### src/rtl/gray_code_converter_pipe_if.sv
// Stream bundle for the Gray/binary converter: input beat side plus output beat side.
// Combinational wiring only; no latency.
// in_ready and out_ready carry the backpressure between producer, converter and consumer.
interface gray_code_converter_pipe_if #(
  parameter int WIDTH = 8
);
  logic             in_valid;
  logic             in_ready;
  logic             in_mode;
  logic [WIDTH-1:0] in_data;
  logic             out_valid;
  logic             out_ready;
  logic             out_mode;
  logic [WIDTH-1:0] out_data;
  logic             out_err_nonadj;

  // Producer/consumer view (drives input beats, accepts output beats)
  modport master (
    output in_valid, in_mode, in_data, out_ready,
    input  in_ready, out_valid, out_mode, out_data, out_err_nonadj
  );

  // Converter view
  modport slave (
    input  in_valid, in_mode, in_data, out_ready,
    output in_ready, out_valid, out_mode, out_data, out_err_nonadj
  );
endinterface

### src/rtl/gray_code_converter_pipe.sv
// Pipelined per-beat Gray<->binary converter with a Gray adjacency checker on G2B inputs.
// Latency: STAGES cycles from input acceptance to out_valid; 1 beat/cycle throughput.
// Backpressure: global stall, every stage holds while out_valid && !out_ready; in_ready mirrors that.
module gray_code_converter_pipe #(
  parameter int WIDTH  = 8,
  parameter int STAGES = 2
) (
  input  logic                  clk,
  input  logic                  rst,
  gray_code_converter_pipe_if.slave cv
);

  // Gray-to-binary is a suffix XOR from the MSB, built as log2 doubling steps:
  // d ^= d>>1, d ^= d>>2, d ^= d>>4 ... Binary-to-Gray is exactly the first step,
  // so B2G beats stop after step 0 and G2B beats run every step.
  localparam int NSTEPS = $clog2(WIDTH);
  localparam logic [WIDTH-1:0] ONE = {{(WIDTH-1){1'b0}}, 1'b1};

  typedef struct packed {
    logic             vld;
    logic             mode;   // 0 = G2B, 1 = B2G
    logic [WIDTH-1:0] dat;
    logic             err;
  } stage_t;

  stage_t stage_q [STAGES];
  stage_t stage_d [STAGES];

  logic             advance;
  logic             in_fire;
  logic [WIDTH-1:0] prev_word;
  logic             prev_valid;
  logic [WIDTH-1:0] diff;
  logic             multi_bit;
  logic             err_in;

  // Doubling steps are spread evenly across stages; stage s owns every step k
  // with floor(k*STAGES/NSTEPS) == s, so the last step always lands in a real stage.
  function automatic logic [WIDTH-1:0] apply_steps(
    input logic [WIDTH-1:0] d_in,
    input logic             mode,
    input int               stage
  );
    logic [WIDTH-1:0] d;
    d = d_in;
    for (int k = 0; k < NSTEPS; k++) begin
      if ((((k * STAGES) / NSTEPS) == stage) && ((k == 0) || !mode)) begin
        d = d ^ (d >> (1 << k));
      end
    end
    return d;
  endfunction

  assign advance     = !stage_q[STAGES-1].vld || cv.out_ready;
  assign cv.in_ready = advance;
  assign in_fire     = cv.in_valid && advance;

  // Adjacency check: more than one differing bit means diff has a second set bit,
  // i.e. clearing its lowest set bit leaves something behind.
  assign diff      = cv.in_data ^ prev_word;
  assign multi_bit = |(diff & (diff - ONE));
  assign err_in    = cv.in_valid && !cv.in_mode && prev_valid && multi_bit;

  // Next-state for each stage: stage 0 takes the input beat, later stages take their predecessor
  always_comb begin
    for (int s = 0; s < STAGES; s++) begin
      stage_d[s] = '0;
    end
    stage_d[0].vld  = cv.in_valid;
    stage_d[0].mode = cv.in_mode;
    stage_d[0].dat  = apply_steps(cv.in_data, cv.in_mode, 0);
    stage_d[0].err  = err_in;
    for (int s = 1; s < STAGES; s++) begin
      stage_d[s].vld  = stage_q[s-1].vld;
      stage_d[s].mode = stage_q[s-1].mode;
      stage_d[s].dat  = apply_steps(stage_q[s-1].dat, stage_q[s-1].mode, s);
      stage_d[s].err  = stage_q[s-1].err;
    end
  end

  // Pipeline registers: shift together on advance, otherwise hold (bubbles stay in place)
  always_ff @(posedge clk or posedge rst) begin
    if (rst) begin
      for (int s = 0; s < STAGES; s++) begin
        stage_q[s] <= '0;
      end
    end else if (advance) begin
      for (int s = 0; s < STAGES; s++) begin
        stage_q[s] <= stage_d[s];
      end
    end
  end

  // Checker history: last accepted G2B word; B2G beats leave it untouched
  always_ff @(posedge clk or posedge rst) begin
    if (rst) begin
      prev_word  <= '0;
      prev_valid <= 1'b0;
    end else if (in_fire && !cv.in_mode) begin
      prev_word  <= cv.in_data;
      prev_valid <= 1'b1;
    end
  end

  assign cv.out_valid      = stage_q[STAGES-1].vld;
  assign cv.out_mode       = stage_q[STAGES-1].mode;
  assign cv.out_data       = stage_q[STAGES-1].dat;
  assign cv.out_err_nonadj = stage_q[STAGES-1].vld && stage_q[STAGES-1].err;

endmodule

### src/flat_wrapper.sv
// flat-port wrapper written by rule: the top's interface ports become plain ports
module gray_code_converter_pipe_flat 
#(
  parameter int WIDTH  = 8,
  parameter int STAGES = 2
)
  (clk, rst, cv_in_valid, cv_in_mode, cv_in_data, cv_out_ready, cv_in_ready, cv_out_valid, cv_out_mode, cv_out_data, cv_out_err_nonadj);
  gray_code_converter_pipe_if #(.WIDTH(WIDTH)) cv_i ();
  input  logic clk;
  input  logic rst;
  input wire logic [$bits(cv_i.in_valid)-1:0] cv_in_valid;
  input wire logic [$bits(cv_i.in_mode)-1:0] cv_in_mode;
  input wire logic [$bits(cv_i.in_data)-1:0] cv_in_data;
  input wire logic [$bits(cv_i.out_ready)-1:0] cv_out_ready;
  output wire logic [$bits(cv_i.in_ready)-1:0] cv_in_ready;
  output wire logic [$bits(cv_i.out_valid)-1:0] cv_out_valid;
  output wire logic [$bits(cv_i.out_mode)-1:0] cv_out_mode;
  output wire logic [$bits(cv_i.out_data)-1:0] cv_out_data;
  output wire logic [$bits(cv_i.out_err_nonadj)-1:0] cv_out_err_nonadj;
  assign cv_i.in_valid = cv_in_valid;
  assign cv_i.in_mode = cv_in_mode;
  assign cv_i.in_data = cv_in_data;
  assign cv_i.out_ready = cv_out_ready;
  assign cv_in_ready = cv_i.in_ready;
  assign cv_out_valid = cv_i.out_valid;
  assign cv_out_mode = cv_i.out_mode;
  assign cv_out_data = cv_i.out_data;
  assign cv_out_err_nonadj = cv_i.out_err_nonadj;
  gray_code_converter_pipe #(.WIDTH(WIDTH), .STAGES(STAGES)) u_core (.clk(clk), .rst(rst), .cv(cv_i));
endmodule
### config.mk
export PLATFORM = sky130hd
export DESIGN_NAME = gray_code_converter_pipe_flat
export DESIGN_NICKNAME = d
export VERILOG_FILES = /design/src/rtl/gray_code_converter_pipe_if.sv /design/src/rtl/gray_code_converter_pipe.sv /design/src/flat_wrapper.sv
export SDC_FILE = /design/constraint.sdc
export NUM_CORES = 1
export LEC_CHECK = 0
export ABC_AREA = 1
export BUFFER_PORTS_ARGS = -buffer_cell sky130_fd_sc_hd__buf_2
export CAP_MARGIN = 20
export CORE_ASPECT_RATIO = 1.2
export CORE_MARGIN = 2
export CORE_UTILIZATION = 25
export CTS_BUF_LIST = sky130_fd_sc_hd__clkbuf_16
export CTS_CLUSTER_SIZE = 25
export DETAILED_ROUTE_END_ITERATION = 10
export SLEW_MARGIN = 15
export SYNTH_ARGS = -nofsm -noshare
export SYNTH_HDL_FRONTEND = slang
export SYNTH_SLANG_ARGS = --single-unit
### constraint.sdc
create_clock -name clk -period 2.1 [get_ports clk]
set_input_delay 0.21 -clock clk [delete_from_list [all_inputs] [get_ports clk]]
set_output_delay 0.21 -clock clk [all_outputs]
set_load 0.01 [all_outputs]
==> impl_metrics.csv, run 1 <==
group,metric,value,unit
cts,clk_path_buf_depth,2,
run_status,outcome,"finished, final reports clean",
timing,fin_crit_sh,67.7,%
worst_setup_path,worstPathRequired,2.32,ns
detailed_routing,ant_nets,0,
timing,max_freq,704,MHz
cts,numCtsBuffers,5,
logic_synthesis,netlist_area,1750,sq um
timing,slew_viol_final,0,
logic_synthesis,synth_cell_type_count,19,
place,place_area,1880,sq um
logic_synthesis,syn_nets,243,
cts,cts.htree.levels,2,
cells_and_area,fillers,757,
die,rows,33,
cells_and_area,fin_cells,335,
logic_synthesis,syn-mean-instance-area,7.61,sq um
timing,skew,0.00231,ns
detailed_routing,vias,1324,
cells_and_area,finalCoreUtilization,29.9,%
place,place_congestion,0.754,
worst_setup_path,critPathCaptureType,"flip-flop",
timing,hold_violations,0,
logic_synthesis,yosys_warnings,0,
cts,clk_pin_slew,0.05,ns
job,drv_cap,0,
cells_and_area,area_delta_synth_final,16.6,%
detailed_routing,routed_via_density,3.95,
die,dieArea,7680,sq um
grt,grt_max_degree,34,
worst_hold_path,hp-class,"input pin to async pin",
timing,slew_headroom,73.9,%
timing,rsz0062_at_grt,"no",
power,p_leak,1.07,nW
cells_and_area,fin_area,2040,sq um
logic_synthesis,yosysTopAreaCell,"dfrtp_1",
logic_synthesis,yosys.area.top_type_share,44.3,%
cts,cts_tree,"yes",
timing,setup_viol,0,
die,die_y,95.6,um
logic_synthesis,synth_area_leaders,"dfrtp_1 44%, nand2_1 21%, xor2_1 8.0%",
worst_setup_path,criticalPathCategory,"flip-flop to flip-flop",
power,power-per-cell-area,1010,nW/um^2
grt,antenna_found_initial,0,
cts,clock_latency,0.28,ns
detailed_routing,drt-initial-drc-count,46,
place,port_buffers,24,
grt,grt_pass1_vias,1309,
cells_and_area,diodes,0,
logic_synthesis,synth-seq-cells,31,
cells_and_area,layout.nets,260,
detailed_routing,wl,3210,um
grt,grt_pass1_wl,5770,um
detailed_routing,wl_per_cell,9.57,um
die,ioPinCount,25,
detailed_routing,first_pass_iters,4,
cts,holdBufCountCts,0,
worst_setup_path,start_kind,"flip-flop",
timing,tightest_slew,0.391,ns
timing,period_needed,1.42,ns
power,peakVddDrop,385,uV
detailed_routing,remaining_drc_errors,0,
timing,finalSetupTns,0,ns
cells_and_area,drive_gt1_share,19.4,%
die,coreArea,6810,sq um
cts,root_buffer,"clkbuf_16",
grt,grt_use_total,9.93,%
place,dp_hpwl,2350,um
cts,cts_setup_buffers,0,
die,die_w,80.4,um
power,p_total,2.06,mW
logic_synthesis,ys_seq_area_share,44.3,%
die,initial_core_util,25.7,%
cts,post_cts_resized,0,
grt,overflow,0,
cts,cts.sinks,31,
place,dp_cells,327,
logic_synthesis,synthesis.instances,230,
worst_setup_path,crit_fanout,15,
worst_setup_path,arrival,1.64,ns
area by class of cell:
| type | count | area, sq um | area share [%] |
|---|---|---|---|
| tap | 87 | 109 | 5.34 |
| clock inverter | 3 | 38.8 | 1.90 |
| timing repair buffer | 26 | 135 | 6.63 |
| sequential | 31 | 776 | 38.0 |
| multi-input combinational | 156 | 752 | 36.9 |
| clock buffer | 5 | 125 | 6.13 |
| inverter | 27 | 104 | 5.09 |
registers in the layout (all words and copies together) (netlist names):
| signal | cells |
|---|---|
| u_core.cv.out_data | 8 |
| u_core.prev_word | 8 |
| u_core.cv.out_mode | 1 |
| u_core.stage_d | 3 |
| u_core.prev_valid | 1 |
| u_core.cv.out_valid | 1 |
| u_core.stage_q | 9 |
report_power, final:
part	internal, mW	leakage, nW	switching [mW]
Combinational	0.176	0.611	0.270
Sequential	0.723	0.374	0.0738
Clock	0.552	0.0812	0.262
cell usage after synthesis, drive strengths merged:
library cell	instances
inv	27
nand2	103
xor2	16
a21oi	1
o21ai	22
clkbuf	3
buf	13
dfrtp	31
xnor2	2
nand3	2
nor2	10
final timing paths:
kind / startpoint / to / slack, ns / depth (start not counted)
max reg2reg: u_core.cv.out_valid$_DFFE_PP0N_ / u_core.stage_d[0]$_DFFE_PP0N_ / 0.68 / 9
min: rst / u_core.prev_word[5]$_DFFE_PP0P_ / 0.0002 / 3
max: u_core.cv.out_valid$_DFFE_PP0N_ / u_core.stage_d[0]$_DFFE_PP0N_ / 0.68 / 9
max in group asynchronous: rst / u_core.cv.out_data[3]$_DFFE_PP0N_ / 1.81 / 3
min in group clk: cv_in_valid / u_core.stage_d[10]$_DFFE_PP0N_ / 0.20 / 3
min reg2reg: u_core.prev_valid$_DFFE_PP0P_ / u_core.prev_valid$_DFFE_PP0P_ / 0.46 / 2
placed cells by master (no fill, tap or decap):
cell type	n
clkbuf_16	5
buf_2	24
nand2_2	6
inv_2	4
nor2_4	4
o21ai_1	2
nand2_1	97
bufinv_16	1
xor2_1	16
nand3_1	2
xnor2_1	2
buf_4	2
a21oi_1	1
o21ai_0	20
dfrtp_1	31
inv_1	22
nor2_1	6
inv_4	1
clkinv_2	1
clkinv_1	1
metrics by stage:
stage                     hold slack [ns]  worst slack, ns
after floorplan                     0.314            0.876
after global placement              0.313            0.727
after detailed placement            0.318            0.675
after CTS                          0.0174            0.659
after global routing               0.0472            0.515
final                            0.000202            0.679
critical path, cell delays in order, from the launching register on:
cell and delay, ns:
dfrtp_1 0.39, inv_1 0.10, nor2_4 0.04, inv_2 0.13, nand2_2 0.09, nor2_4 0.27
inv_1 0.13, nor2_1 0.10, nand2_1 0.06, nand2_1 0.05
metal layers:
metal | global-route usage, % | vias up | routed length [um]
li1 | - | 711 | -
met3 | 4.36 | 7 | 181
met2 | 16.3 | 20 | 1500
met4 | 3.39 | 0 | 49
met5 | 0 | - | 0
met1 | 11.5 | 586 | 1480
kinds of logic (layout without fill, tap and decap cells):
group | Yosys count | in the layout | share of synthesized area (%)
simple gates | 115 | 115 | 27.4
buf+inv | 43 | 61 | 12.7
flops | 31 | 31 | 44.3
compound gates | 23 | 23 | 6.58
xor+xnor | 18 | 18 | 9.01
Power figures use the tool's default switching activity.
==> inputs of run 2 (changes only) <==
==> constraint.sdc (replaced) <==
create_clock -name clk -period 1.3 [get_ports clk]
set_input_delay 0.13 -clock clk [delete_from_list [all_inputs] [get_ports clk]]
set_output_delay 0.13 -clock clk [all_outputs]
set_load 0.01 [all_outputs]
==> run 2 against run 1 <==
Setup slack lost 0.62 ns. Register-to-register slack lost 0.62 ns. Die area is the same. Wire length grew 2.5%. Design area grew 2.1%. Clock power grew 31%. Clock skew grew 0.0021 ns. Cell count grew 1.2%. Non-clock buffer count grew 5. Sequential share of layout area shrank 0.80 points.
==> impl_metrics.csv, run 2 (synthesis results as in run 1) <==
group,metric,value,unit
power,p_int,2.17,mW
grt,grt_use_total,9.20,%
power,peakVddDrop,534,uV
detailed_routing,routed_via_density,4.04,
timing,slew_viol_final,0,
job,drv_cap,0,
detailed_routing,vias,1369,
power,clock_power_share,34.1,%
detailed_routing,wl,3290,um
worst_hold_path,hp-class,"input pin to flip-flop",
cells_and_area,layout_commonest_cell,"nand2_1",
cts,root_buffer,"clkbuf_16",
timing,setup_ws,0.0629,ns
timing,rsz0062_at_grt,"yes",
timing,hold_violations,0,
die,die_w,80.4,um
die,rows,33,
cells_and_area,diodes,0,
worst_setup_path,critPathTopFamily,"simple AND/OR/NAND/NOR gates",
power,p_leak,1.08,nW
worst_setup_path,criticalPathCategory,"flip-flop to flip-flop",
worst_setup_path,critPathCaptureType,"flip-flop",
worst_setup_path,crit_fanout,4,
worst_setup_path,crit_slowest_cell,"dfrtp_1",
detailed_routing,wl_met2,1630,um
power,seqPwrFrac,41.0,%
power,switching_share,30.8,%
worst_setup_path,worstPathRequired,1.47,ns
cts,cts.htree.levels,2,
run_status,outcome,"finished, final reports clean",
timing,finalSetupTns,0,ns
timing,max_freq,808,MHz
cts,numCtsBuffers,5,
cells_and_area,fin_cells,339,
die,dieArea,7680,sq um
cts,clock_latency,0.27,ns
detailed_routing,wl_met1,1480,um
cts,cts.sinks,31,
worst_setup_path,crit_path_frequent_cell,"nand2_1",
cts,clk_path_buf_depth,2,
worst_setup_path,path_buf_inv,1,
timing,period_needed,1.24,ns
power,switchingPower,970,uW
power,power-per-cell-area,1510,nW/um^2
grt,overflow,0,
detailed_routing,first_pass_iters,4,
grt,antenna_found_initial,0,
timing,tightest_slew,0.403,ns
detailed_routing,ant_nets,0,
die,initial_core_util,25.7,%
worst_setup_path,cpPeakStageDelay,0.39,ns
place,port_buffers,24,
cells_and_area,layout.nets,265,
grt,grt_pass1_wl,5480,um
cells_and_area,largest_reg_flops,9,
worst_setup_path,crit_chain,"inv_2 -> nand2_2 -> nand2_2 -> nor2_4 -> nand2_1 -> nand2_1 -> nand2_1 -> nor2_1 -> nand2_1 -> nand2_1 -> nand2_1",
place,dp_cells,329,
place,preCtsSetupSlack,0.0555,ns
place,place_congestion,0.756,
cells_and_area,largest-register,"u_core.stage_q",
cts,clk_pin_slew,0.05,ns
timing,slew_headroom,73.2,%
die,coreArea,6810,sq um
place,dp_hpwl,2410,um
cells_and_area,fillers,749,
cells_and_area,finalCoreUtilization,30.6,%
detailed_routing,wl_per_cell,9.69,um
detailed_routing,drt-initial-drc-count,52,
timing,skew,0.00444,ns
cts,cts_tree,"yes",
cells_and_area,area_delta_synth_final,19.1,%
detailed_routing,routed.top_layer,"met4",
detailed_routing,remaining_drc_errors,0,
timing,fin_hold_ws,0.122,ns
timing,fin_crit_sh,95.2,%
die,die_y,95.6,um
die,ioPinCount,25,
timing,setup_viol,0,
cells_and_area,drive_gt1_share,23.8,%
cells_and_area,final_cell_mix,"92 x nand2_1, 31 x dfrtp_1, 24 x buf_2, 20 x o21ai_0, 19 x inv_1",
worst_setup_path,arrival,1.41,ns
power,p_comb_share,24.9,%
detailed_routing,wl_met3,123,um
worst_setup_path,start_kind,"flip-flop",
grt,grt_pass1_vias,1301,
grt,grt_max_degree,34,
-- run 2: power by group through the flow --
| stage | combinational, mW | clock, mW | sequential [mW] |
|---|---|---|---|
| after floorplan | 0.644 | 0 | 1.28 |
| after global placement | 0.737 | 0 | 1.30 |
| after detailed placement | 0.757 | 0 | 1.30 |
| after CTS | 0.762 | 1.11 | 1.29 |
| after global routing | 0.902 | 1.15 | 1.31 |
| final | 0.781 | 1.07 | 1.29 |
-- run 2: repair_timing --
item | 4_1_cts | 5_1_grt
hold buffers | 1 | 0
resized for setup | 0 | 10
endpoints found under the setup margin | 0 | 2
buffers inserted | 0 | 2
hold endpoints to repair | 31 | 0
-- run 2: final timing paths --
| path | slack (ns) | cells after the start | end | start |
|---|---|---|---|---|
| setup / recovery | 0.06 | 11 | u_core.stage_d[0]$_DFFE_PP0N_ | u_core.prev_word[1]$_DFFE_PP0P_ |
| hold reg to reg | 0.44 | 2 | u_core.cv.out_valid$_DFFE_PP0N_ | u_core.stage_d[10]$_DFFE_PP0N_ |
| min in group asynchronous | 0.47 | 4 | u_core.prev_word[4]$_DFFE_PP0P_ | rst |
| hold / removal | 0.12 | 3 | u_core.stage_d[10]$_DFFE_PP0N_ | cv_in_valid |
| max in group asynchronous | 0.53 | 4 | u_core.cv.out_data[5]$_DFFE_PP0N_ | rst |
| setup reg to reg | 0.06 | 11 | u_core.stage_d[0]$_DFFE_PP0N_ | u_core.prev_word[1]$_DFFE_PP0P_ |
-- run 2: worst register-to-register path, cell delays in order (launching register included) --
cell and delay, ns:
dfrtp_1 0.39, inv_2 0.06, nand2_2 0.06, nand2_2 0.07, nor2_4 0.14, nand2_1 0.07, nand2_1 0.06, nand2_1 0.05
nor2_1 0.08, nand2_1 0.06, nand2_1 0.05, nand2_1 0.04
-- run 2: per-layer routing --
metal	track usage, %	up-vias
met5	0	-
met3	2.27	7
met4	3.95	0
met2	15.5	20
met1	11.1	623
li1	-	719
-- run 2: cell type report --
class	instances	area, sq um	area share, %
multi-input cells	156	769	36.9
repair buffers	31	191	9.19
clock inverters	2	8.76	0.420
flip-flops and latches	31	776	37.2
clock buffers	5	125	6.01
well taps	87	109	5.23
inverters	27	104	4.98
-- run 2: metrics by stage --
stage,total power [mW],area (sq um)
4_1_cts,3.16,2050
2_1_floorplan,1.93,1750
3_5_place_dp,2.06,1900
6_report,3.14,2080
3_3_place_gp,2.03,1900
5_1_grt,3.37,2080
